==> src/rtl/spi_txn_arbiter.sv <==
// Round-robin arbiter that shares one spi_master among NUM_REQ clients, one transfer per grant.
// Grant is combinational in IDLE; m_start follows one cycle later; rx data returns one cycle after m_done.
module spi_txn_arbiter #(
  parameter int NUM_REQ    = 4,
  parameter int NUM_SLAVES = 4,
  parameter int DATA_WIDTH = 8,
  parameter int GAP_CYCLES = 4,
  parameter int TIMEOUT    = 4096
) (
  input  logic                                   clk,
  input  logic                                   rst_n,
  input  logic [NUM_REQ-1:0]                     req_valid,
  output logic [NUM_REQ-1:0]                     req_ready,
  input  logic [NUM_REQ*DATA_WIDTH-1:0]          req_data,
  input  logic [NUM_REQ*$clog2(NUM_SLAVES)-1:0]  req_slave,
  input  logic [NUM_REQ*2-1:0]                   req_mode,
  input  logic [15:0]                            clk_div_cfg,
  output logic [NUM_REQ-1:0]                     rsp_valid,
  output logic [DATA_WIDTH-1:0]                  rsp_data,
  output logic                                   rsp_err,
  output logic [DATA_WIDTH-1:0]                  m_tx_data,
  output logic [$clog2(NUM_SLAVES)-1:0]          m_slave_sel,
  output logic                                   m_cpol,
  output logic                                   m_cpha,
  output logic [15:0]                            m_clk_div,
  output logic                                   m_start,
  input  logic [DATA_WIDTH-1:0]                  m_rx_data,
  input  logic                                   m_done,
  input  logic                                   m_busy
);

  localparam int SW = $clog2(NUM_SLAVES);
  localparam int IW = $clog2(NUM_REQ);
  localparam int WW = $clog2(TIMEOUT + 1);
  localparam int GW = (GAP_CYCLES > 0) ? $clog2(GAP_CYCLES + 1) : 1;

  typedef enum logic [2:0] {IDLE, START, WAIT, RESP, GAP} state_e;

  state_e                 state_q;
  logic [IW-1:0]          rr_q;
  logic [WW-1:0]          wd_q;
  logic [GW-1:0]          gap_q;
  logic [NUM_REQ-1:0]     rsp_valid_q;
  logic [DATA_WIDTH-1:0]  rsp_data_q;
  logic                   rsp_err_q;
  logic [DATA_WIDTH-1:0]  tx_data_q;
  logic [SW-1:0]          slave_sel_q;
  logic                   cpol_q;
  logic                   cpha_q;
  logic [15:0]            clk_div_q;
  logic                   start_q;

  logic                   grant_vld;
  logic [IW-1:0]          grant_idx;
  logic [IW-1:0]          cand_idx;
  logic                   grant_fire;

  // Search starts one past the last owner, so the previous winner ranks last.
  always_comb begin
    grant_vld = 1'b0;
    grant_idx = '0;
    cand_idx  = '0;
    for (int k = 1; k <= NUM_REQ; k++) begin
      cand_idx = IW'((int'(rr_q) + k) % NUM_REQ);
      if (!grant_vld && req_valid[cand_idx]) begin
        grant_vld = 1'b1;
        grant_idx = cand_idx;
      end
    end
  end

  // rst_n gating keeps req_ready low while reset is held, since the grant is combinational.
  assign grant_fire = rst_n && (state_q == IDLE) && !m_busy && grant_vld;
  assign req_ready  = grant_fire ? (NUM_REQ'(1) << grant_idx) : '0;

  assign rsp_valid   = rsp_valid_q;
  assign rsp_data    = rsp_data_q;
  assign rsp_err     = rsp_err_q;
  assign m_tx_data   = tx_data_q;
  assign m_slave_sel = slave_sel_q;
  assign m_cpol      = cpol_q;
  assign m_cpha      = cpha_q;
  assign m_clk_div   = clk_div_q;
  assign m_start     = start_q;

  always_ff @(posedge clk or negedge rst_n) begin
    if (!rst_n) begin
      state_q     <= IDLE;
      rr_q        <= IW'(NUM_REQ - 1);
      wd_q        <= '0;
      gap_q       <= '0;
      rsp_valid_q <= '0;
      rsp_data_q  <= '0;
      rsp_err_q   <= 1'b0;
      tx_data_q   <= '0;
      slave_sel_q <= '0;
      cpol_q      <= 1'b0;
      cpha_q      <= 1'b0;
      clk_div_q   <= '0;
      start_q     <= 1'b0;
    end else begin
      case (state_q)
        IDLE: begin
          if (grant_fire) begin
            tx_data_q   <= req_data[grant_idx*DATA_WIDTH +: DATA_WIDTH];
            slave_sel_q <= req_slave[grant_idx*SW +: SW];
            {cpol_q, cpha_q} <= req_mode[grant_idx*2 +: 2];
            clk_div_q   <= clk_div_cfg;
            rr_q        <= grant_idx;
            start_q     <= 1'b1;
            state_q     <= START;
          end
        end
        START: begin
          start_q <= 1'b0;
          wd_q    <= '0;
          state_q <= WAIT;
        end
        WAIT: begin
          // m_done is checked first so a completion on the cutoff cycle is not reported as a timeout.
          if (m_done) begin
            rsp_data_q  <= m_rx_data;
            rsp_err_q   <= 1'b0;
            rsp_valid_q <= NUM_REQ'(1) << rr_q;
            state_q     <= RESP;
          end else if (wd_q == WW'(TIMEOUT - 1)) begin
            rsp_data_q  <= '0;
            rsp_err_q   <= 1'b1;
            rsp_valid_q <= NUM_REQ'(1) << rr_q;
            state_q     <= RESP;
          end else begin
            wd_q <= wd_q + WW'(1);
          end
        end
        RESP: begin
          rsp_valid_q <= '0;
          gap_q       <= GW'(GAP_CYCLES);
          state_q     <= GAP;
        end
        GAP: begin
          // An aborted master may still be busy; hold off the next grant until it lets go.
          if (gap_q != '0) begin
            gap_q <= gap_q - GW'(1);
          end else if (!m_busy) begin
            state_q <= IDLE;
          end
        end
        default: state_q <= IDLE;
      endcase
    end
  end

endmodule

==> config.mk <==
export PLATFORM = sky130hd
export DESIGN_NAME = spi_txn_arbiter
export DESIGN_NICKNAME = d
export VERILOG_FILES = /design/src/rtl/spi_txn_arbiter.sv
export SDC_FILE = /design/constraint.sdc
export NUM_CORES = 1
export LEC_CHECK = 0
export CAP_MARGIN = 20
export CELL_PAD_IN_SITES_DETAIL_PLACEMENT = 0
export CELL_PAD_IN_SITES_GLOBAL_PLACEMENT = 2
export CORE_UTILIZATION = 37
export CTS_BUF_LIST = sky130_fd_sc_hd__clkbuf_8 sky130_fd_sc_hd__clkbuf_16
export CTS_CLUSTER_SIZE = 40
export DETAILED_ROUTE_END_ITERATION = 7
export DONT_BUFFER_PORTS = 1
export PLACE_DENSITY = 0.79
export SYNTH_ARGS = -nofsm -noshare
export SYNTH_HDL_FRONTEND = slang
export SYNTH_SLANG_ARGS = --single-unit
==> constraint.sdc <==
create_clock -name clk -period 3.7 [get_ports clk]
set_input_delay 0.185 -clock clk [delete_from_list [all_inputs] [get_ports clk]]
set_output_delay 0.185 -clock clk [all_outputs]
set_load 0.1 [all_outputs]
==> impl_metrics.tcl, run 1 <==
set metrics [dict create \
    cap_viol_max_count 0 \
    syn_inst 376 \
    route.detailed.drc 0 \
    netlist_area_um2 3570 \
    gp_congestion 0.775 \
    clk_latency_ns 0.35 \
    hp-class "in -> reg" \
    row_count 35 \
    synth-edff-count 0 \
    regArea_um2 1580 \
    setup_tns_ns 0 \
    layout-drive-gt1-share 0.151 \
    post-route-cell-area_um2 4340 \
    first_global_vias 2714 \
    routed_wl_um 8670 \
    fin_nets 493 \
    worstSetupEndpointType "output pin" \
    wl_per_cell_um 16.1 \
    grt_antenna_before_repair 0 \
    grt_max_degree 64 \
    via_count 2777 \
    setup_viol 0 \
    clock-sinks 63 \
    postRouteAntennaNets 0 \
    io_buffers 0 \
    post-cts-setup-buffer-count 0 \
    critPathKind "reg -> out" \
    worstHoldStart "m_done" \
    io_pins 126 \
    layoutNonFillerInstCount 540 \
    synth_cell_types 51 \
    cts_resized 0 \
    whs_ns 0.0740 \
    ys_seq_elements 63 \
    cp.arrival_ns 3.28 \
    clock_skew_ns 0.0111 \
    yosysWarnings 0 \
    synth_seq_area_share 0.442 \
    clkSlewWorstSetupHoldPaths_ns 0.07 \
    n_antenna_cell 0 \
    max_stage_delay_ns 0.69 \
    die_w_um 100 \
    tritoncts "done" \
    grt_usage 0.176 \
    crit_start "rr_q[0]" \
    area_growth_pct 21.5 \
    nFillCells 919 \
    coreArea_um2 9280 \
    clock_path_buffers 2 \
    hold_viol 0 \
    overflow 0 \
    post-place-cells 496 \
    max_slew_margin 0.360 \
    cts.htree.levels 3 \
    place_area_um2 3830 \
    worstMarginPinSlew_ns 0.960 \
    hpwl_um 6110 \
    multiInputGateArea_um2 1880 \
    die_area_um2 10100 \
    synth_fp_nets 463 \
    crit_chain "inv_1 -> ha_1 -> mux4_2 -> nor2b_1 -> o211ai_2 -> nand2_2 -> nand2_1 -> nor2_2 -> buf_12" \
    vias_per_cell 5.14 \
    required_ns 3.51 \
    cts_root_buf "clkbuf_8" \
    rsz0062_at_grt "no" \
    grt_pass1_wl_um 13600 \
    final_max_slew_viol_count 0 \
    crit_fanout 15 \
    cts_buffers 9 \
    fin_crit_ns 3.47 \
    status "finished, final reports clean" \
    r2r-start "rr_q[0]" \
    die_h_um 100 \
    async_flop_share 1.00 \
    drtPass1Iterations 4 \
    cp-start-kind "flip-flop" \
    synth_area_per_cell_um2 9.50 \
    post-route-period-util 0.938 \
    crit_path_top_delay_cell "dfstp_2" \
    ys_dominant_reg_cell "dfrtp_1" \
    initial_core_util 0.385 \
    fmax_mhz 288 \
    drtIter0Drc 73 \
]
==> worst max-delay path, delay by kind of cell (launching register included) <==
family | cells | cell delay, ns
flops | 1 | 0.69
simple gates | 4 | 0.98
mux | 1 | 0.41
fa+ha+maj | 1 | 0.40
compound gates | 1 | 0.11
buf+inv | 2 | 0.34
==> cell type report <==
type / instances / share of cell area
Timing Repair Buffer: 40 / 0.107
Tap cell: 129 / 0.0372
Clock inverter: 6 / 0.0196
Sequential cell: 63 / 0.364
Multi-Input combinational cell: 282 / 0.432
Inverter: 10 / 0.00865
Clock buffer: 10 / 0.0317
==> worst paths after layout <==
check | to | slack [ns] | cells past startpoint
worst max-delay path | req_ready[1] | 0.23 | 9
worst min-delay path | wd_q[3] | 0.07 | 3
worst max register to register | m_tx_data[4] | 0.73 | 8
worst min register to register | wd_q[0] | 0.51 | 1
max in group asynchronous | rr_q[1] | 3.00 | 2
min in group asynchronous | rsp_data[0] | 0.37 | 2
==> timing repair <==
| action | 4_1_cts | 5_1_grt |
|---|---|---|
| hold buffers | 27 | 0 |
| endpoints found under the hold margin | 88 | 0 |
| endpoints found under the setup margin | 0 | 0 |
==> cells in the final DEF, fill, tap and decap left out, types with 2 or more instances in the layout <==
cell type and n:
nor2_1 35, nor2_2 2, a21boi_0 10, and3_1 14, bufinv_16 2, xor2_1 10, o311ai_2 8, nand3_1 6
a21oi_1 2, buf_12 5, mux2_2 2, mux4_2 4, o21ai_0 10, clkbuf_8 10, nor2b_1 3, dfrtp_1 61
dlygate4sd3_1 26, nand2_1 91, or2_4 2, inv_1 11, o221ai_1 13, a21boi_1 2, buf_4 6, nand4_1 7
xnor2_1 3, nor3_1 2, mux2i_1 19, nor4_1 2, dfstp_2 2, ha_1 7, nor3_4 2, buf_16 2
o311ai_1 4
==> flip-flops by register name, indices dropped and copies added, names as in the netlist, 3 cells and up <==
register	cells
state_q	3
rsp_valid	4
m_tx_data	8
rsp_data	8
wd_q	13
gap_q	3
m_clk_div	16
==> cell usage after synthesis, types with 2 or more instances <==
cell / instances / area (µm²)
o221ai_1: 13 / 114
nor3_1: 4 / 20.0
buf_6: 2 / 22.5
ha_1: 7 / 87.6
a21boi_1: 2 / 15.0
buf_2: 5 / 25.0
inv_1: 10 / 37.5
a21boi_0: 10 / 75.1
o21ai_0: 10 / 50.1
nor2b_1: 3 / 18.8
xor2_1: 10 / 87.6
o311ai_2: 8 / 130
nand3_1: 6 / 30.0
mux2i_1: 19 / 190
and3_1: 14 / 87.6
buf_4: 2 / 15.0
mux2_2: 2 / 22.5
o311ai_1: 4 / 35.0
mux4_2: 4 / 90.1
nand4_1: 7 / 43.8
clkbuf_1: 12 / 45.0
nor4_1: 2 / 12.5
or2_4: 2 / 17.5
nor2_1: 37 / 139
nand2_1: 91 / 342
a21oi_1: 2 / 10.0
xnor2_1: 3 / 26.3
dfstp_2: 2 / 52.6
dfrtp_1: 61 / 1530
==> metal layers <==
| metal | track usage | routed length [µm] | share of wire | vias to the layer above |
|---|---|---|---|---|
| li1 | - | - | - | 1376 |
| met1 | 0.229 | 3970 | 0.46 | 1304 |
| met2 | 0.277 | 4020 | 0.46 | 87 |
| met3 | 0.0543 | 546 | 0.063 | 10 |
| met4 | 0.0669 | 136 | 0.016 | 0 |
| met5 | 0 | 0 | 0 | - |
==> logic make-up (layout without fill, tap and decap cells) <==
logic type | count (synthesis) | in the layout | synth area share
AO/OA/AOI/OAI | 62 | 62 | 0.157
multiplexers | 25 | 25 | 0.0848
XOR/XNOR | 13 | 13 | 0.0319
adder cells (fa/ha/maj) | 7 | 7 | 0.0245
AND/OR/NAND/NOR | 175 | 175 | 0.220
buffers and inverters | 31 | 66 | 0.0406
flip-flops | 63 | 63 | 0.442
==> metrics by stage <==
stage / worst slack (ns) / util
global route: 0.00139 / 0.468
CTS: 0.198 / 0.467
finish: 0.230 / 0.468
global placement: 0.512 / 0.409
detailed placement: 0.571 / 0.412
floorplan: -0.122 / -
Power of run 1 is left out: the tool's default activity adds up to more than one toggle a clock period on the data nets, which glitch-free logic cannot reach.
==> run 2, diff against run 1 <==
--- a/config.mk
+++ b/config.mk
@@ -5,10 +5,11 @@
 export SDC_FILE = /design/constraint.sdc
 export NUM_CORES = 1
 export LEC_CHECK = 0
+export ABC_AREA = 1
 export CAP_MARGIN = 20
 export CELL_PAD_IN_SITES_DETAIL_PLACEMENT = 0
 export CELL_PAD_IN_SITES_GLOBAL_PLACEMENT = 2
-export CORE_UTILIZATION = 37
+export CORE_UTILIZATION = 34
 export CTS_BUF_LIST = sky130_fd_sc_hd__clkbuf_8 sky130_fd_sc_hd__clkbuf_16
 export CTS_CLUSTER_SIZE = 40
 export DETAILED_ROUTE_END_ITERATION = 7
==> run 2 against run 1 <==
Effect of this change:
- non-clock buffer count down 9
- area after synthesis down 0.42%
- die area up 8.2%
- first-iteration DRC count up 19%
- sequential share of layout area up 1.0 points
==> impl_metrics.tcl, run 2 <==
set metrics [dict create \
    fmax_mhz 292 \
    synth_top_area_frac 0.429 \
    postRouteAntennaNets 0 \
    netlist_area_um2 3560 \
    worstHoldStart "m_busy" \
    min_delay_path_depth 2 \
    worst_slack_ns 0.281 \
    layout-drive-gt1-share 0.117 \
    gp_congestion 0.753 \
    r2r-start "rr_q[0]" \
    clock_path_buffers 2 \
    hp-class "in -> reg" \
    die_h_um 104 \
    clock_skew_ns 0.00823 \
    cts_buffers 9 \
    overflow 0 \
    cp-start-kind "flip-flop" \
    fin_crit_ns 3.42 \
    via_count 3009 \
    status "finished, final reports clean" \
    grt_max_degree 64 \
    synth_commonest_cells "nand2_1 (224), dfrtp_1 (61), nand3_1 (50), inv_1 (33), nor2_1 (18)" \
    worstRegToRegCells 12 \
    n_antenna_cell 0 \
    cp.arrival_ns 3.23 \
    hpwl_um 6390 \
    synth-edff-count 0 \
    cap_viol_max_count 0 \
    synth_cell_types 34 \
    layoutNonFillerInstCount 645 \
    grt_antenna_before_repair 0 \
    crit_fanout 15 \
    synth_fp_nets 568 \
    required_ns 3.51 \
    clkSlewWorstSetupHoldPaths_ns 0.07 \
    io_pins 126 \
    wl_per_cell_um 14.1 \
    hold_end "state_q[2]" \
    coreArea_um2 9950 \
    drtIter0Drc 87 \
    drtPass1Iterations 4 \
    grt_pass1_wl_um 15000 \
    grt_usage 0.174 \
    max_slew_margin 0.357 \
    route.detailed.drc 0 \
    yosysMostFrequentCell "nand2_1" \
    first_global_vias 2971 \
    synth_area_leader_cell "dfrtp_1" \
    critPathKind "reg -> out" \
    area_growth_pct 18.7 \
    place_ws_ns 0.522 \
    hold_viol 0 \
    clock-sinks 63 \
    cts.htree.levels 3 \
    synth_seq_area_share 0.444 \
    async_flop_share 1.00 \
    rr_endpoint "state_q[0]" \
    tritoncts "done" \
    post-cts-setup-buffer-count 0 \
    largest_register_ffs 16 \
    synth_area_per_cell_um2 7.40 \
    worstSetupEndpointType "output pin" \
    post-route-period-util 0.924 \
    final_common_cell "nand2_1" \
    post-place-cells 603 \
    layout_common_cells "nand2_1 (224), dfrtp_1 (61), nand3_1 (50), inv_1 (33), dlygate4sd3_1 (25)" \
    rsz0062_at_grt "no" \
    setup_tns_ns 0 \
    die_area_um2 10900 \
    synth_area_leaders "dfrtp_1 (43%), nand2_1 (24%), nand3_1 (7.0%), inv_1 (3.5%), ha_1 (2.5%)" \
    vias_per_cell 4.67 \
    initial_core_util 0.357 \
    die_w_um 104 \
    io_buffers 0 \
    ys_dominant_reg_cell "dfrtp_1" \
    ys_seq_elements 63 \
    routed_wl_um 9080 \
    syn_inst 481 \
    cts_root_buf "clkbuf_8" \
    worstMarginPinSlew_ns 0.965 \
    fin_nets 594 \
    final_max_slew_viol_count 0 \
    clk_latency_ns 0.35 \
    row_count 36 \
    yosysWarnings 0 \
    final_util 0.424 \
    rrSetupSlack_ns 0.91 \
    setup_viol 0 \
]
run 2: cell types whose count changed in the layout (fill, tap and decap cells not counted), moves of 8 or more:
cell | previous run | this run
nand2_1 | 91 | 224
nand3_1 | 6 | 50
inv_1 | 11 | 33
nor2_1 | 35 | 15
mux2i_1 | 19 | 0
and3_1 | 14 | 0
o221ai_1 | 13 | 0
nand2_2 | 1 | 12
a21boi_0 | 10 | 1
xor2_1 | 10 | 1
a22o_1 | 0 | 8
o311ai_2 | 8 | 0
run 2: layout make-up:
type	count	area, µm²
fill	1014	5730
inverter	39	154
clock inverter	5	80.1
timing repair buffer	31	365
multi-input combinational	363	1730
sequential	63	1580
tap	133	166
clock buffer	11	151
run 2: timing repair:
action	4_1_cts	5_1_grt
endpoints found under the hold margin	87	0
resized for setup	0	2
setup endpoints to repair	0	3
hold buffers	26	0
run 2: worst max-delay path by stage:
stage               startpoint      endpoint  slack, ns  depth (start not counted)
floorplan              rr_q[0]  req_ready[2]       0.29                         12
global placement       rr_q[0]  req_ready[2]       0.62                         12
detailed placement     rr_q[0]  req_ready[2]       0.52                         12
CTS                    rr_q[0]  req_ready[2]       0.12                         12
global route           rr_q[0]  req_ready[2]       0.01                         11
finish                 rr_q[0]  req_ready[2]       0.28                         11
run 2: per-stage QoR:
step / instance area (µm²) / hold WS, ns
global route: 4220 / 0.0703
finish: 4220 / 0.0486
CTS: 4220 / 0.0322
detailed placement: 3710 / -0.109
global placement: 3710 / -0.109
floorplan: 3560 / -0.111
run 2: cell families (layout without fill, tap and decap cells):
family | count (synthesis) | count (layout) | synth area share
simple gates | 320 | 320 | 0.388
fa+ha+maj | 7 | 7 | 0.0246
buf+inv | 55 | 86 | 0.0763
compound gates | 34 | 34 | 0.0623
xor+xnor | 2 | 2 | 0.00493
flops | 63 | 63 | 0.444
run 2: metal layers:
layer  track usage  wire length (µm)  vias up
met2         0.270              4130       80
met4        0.0643               141        0
met1         0.227              4300     1350
met3        0.0526               512       14
li1              -                 -     1565
met5             0                 0        -
run 2: critical path, stage by stage (launching register included):
cell and delay (ns):
dfstp_2 0.67, inv_6 0.09, ha_1 0.39, inv_1 0.09, nand3_1 0.12, nand2_2 0.08
a21oi_2 0.13, nand2_1 0.10, o21ai_2 0.56, nand2_1 0.26, nor2_2 0.21, buf_12 0.19
Power of run 2 is left out for the same reason.
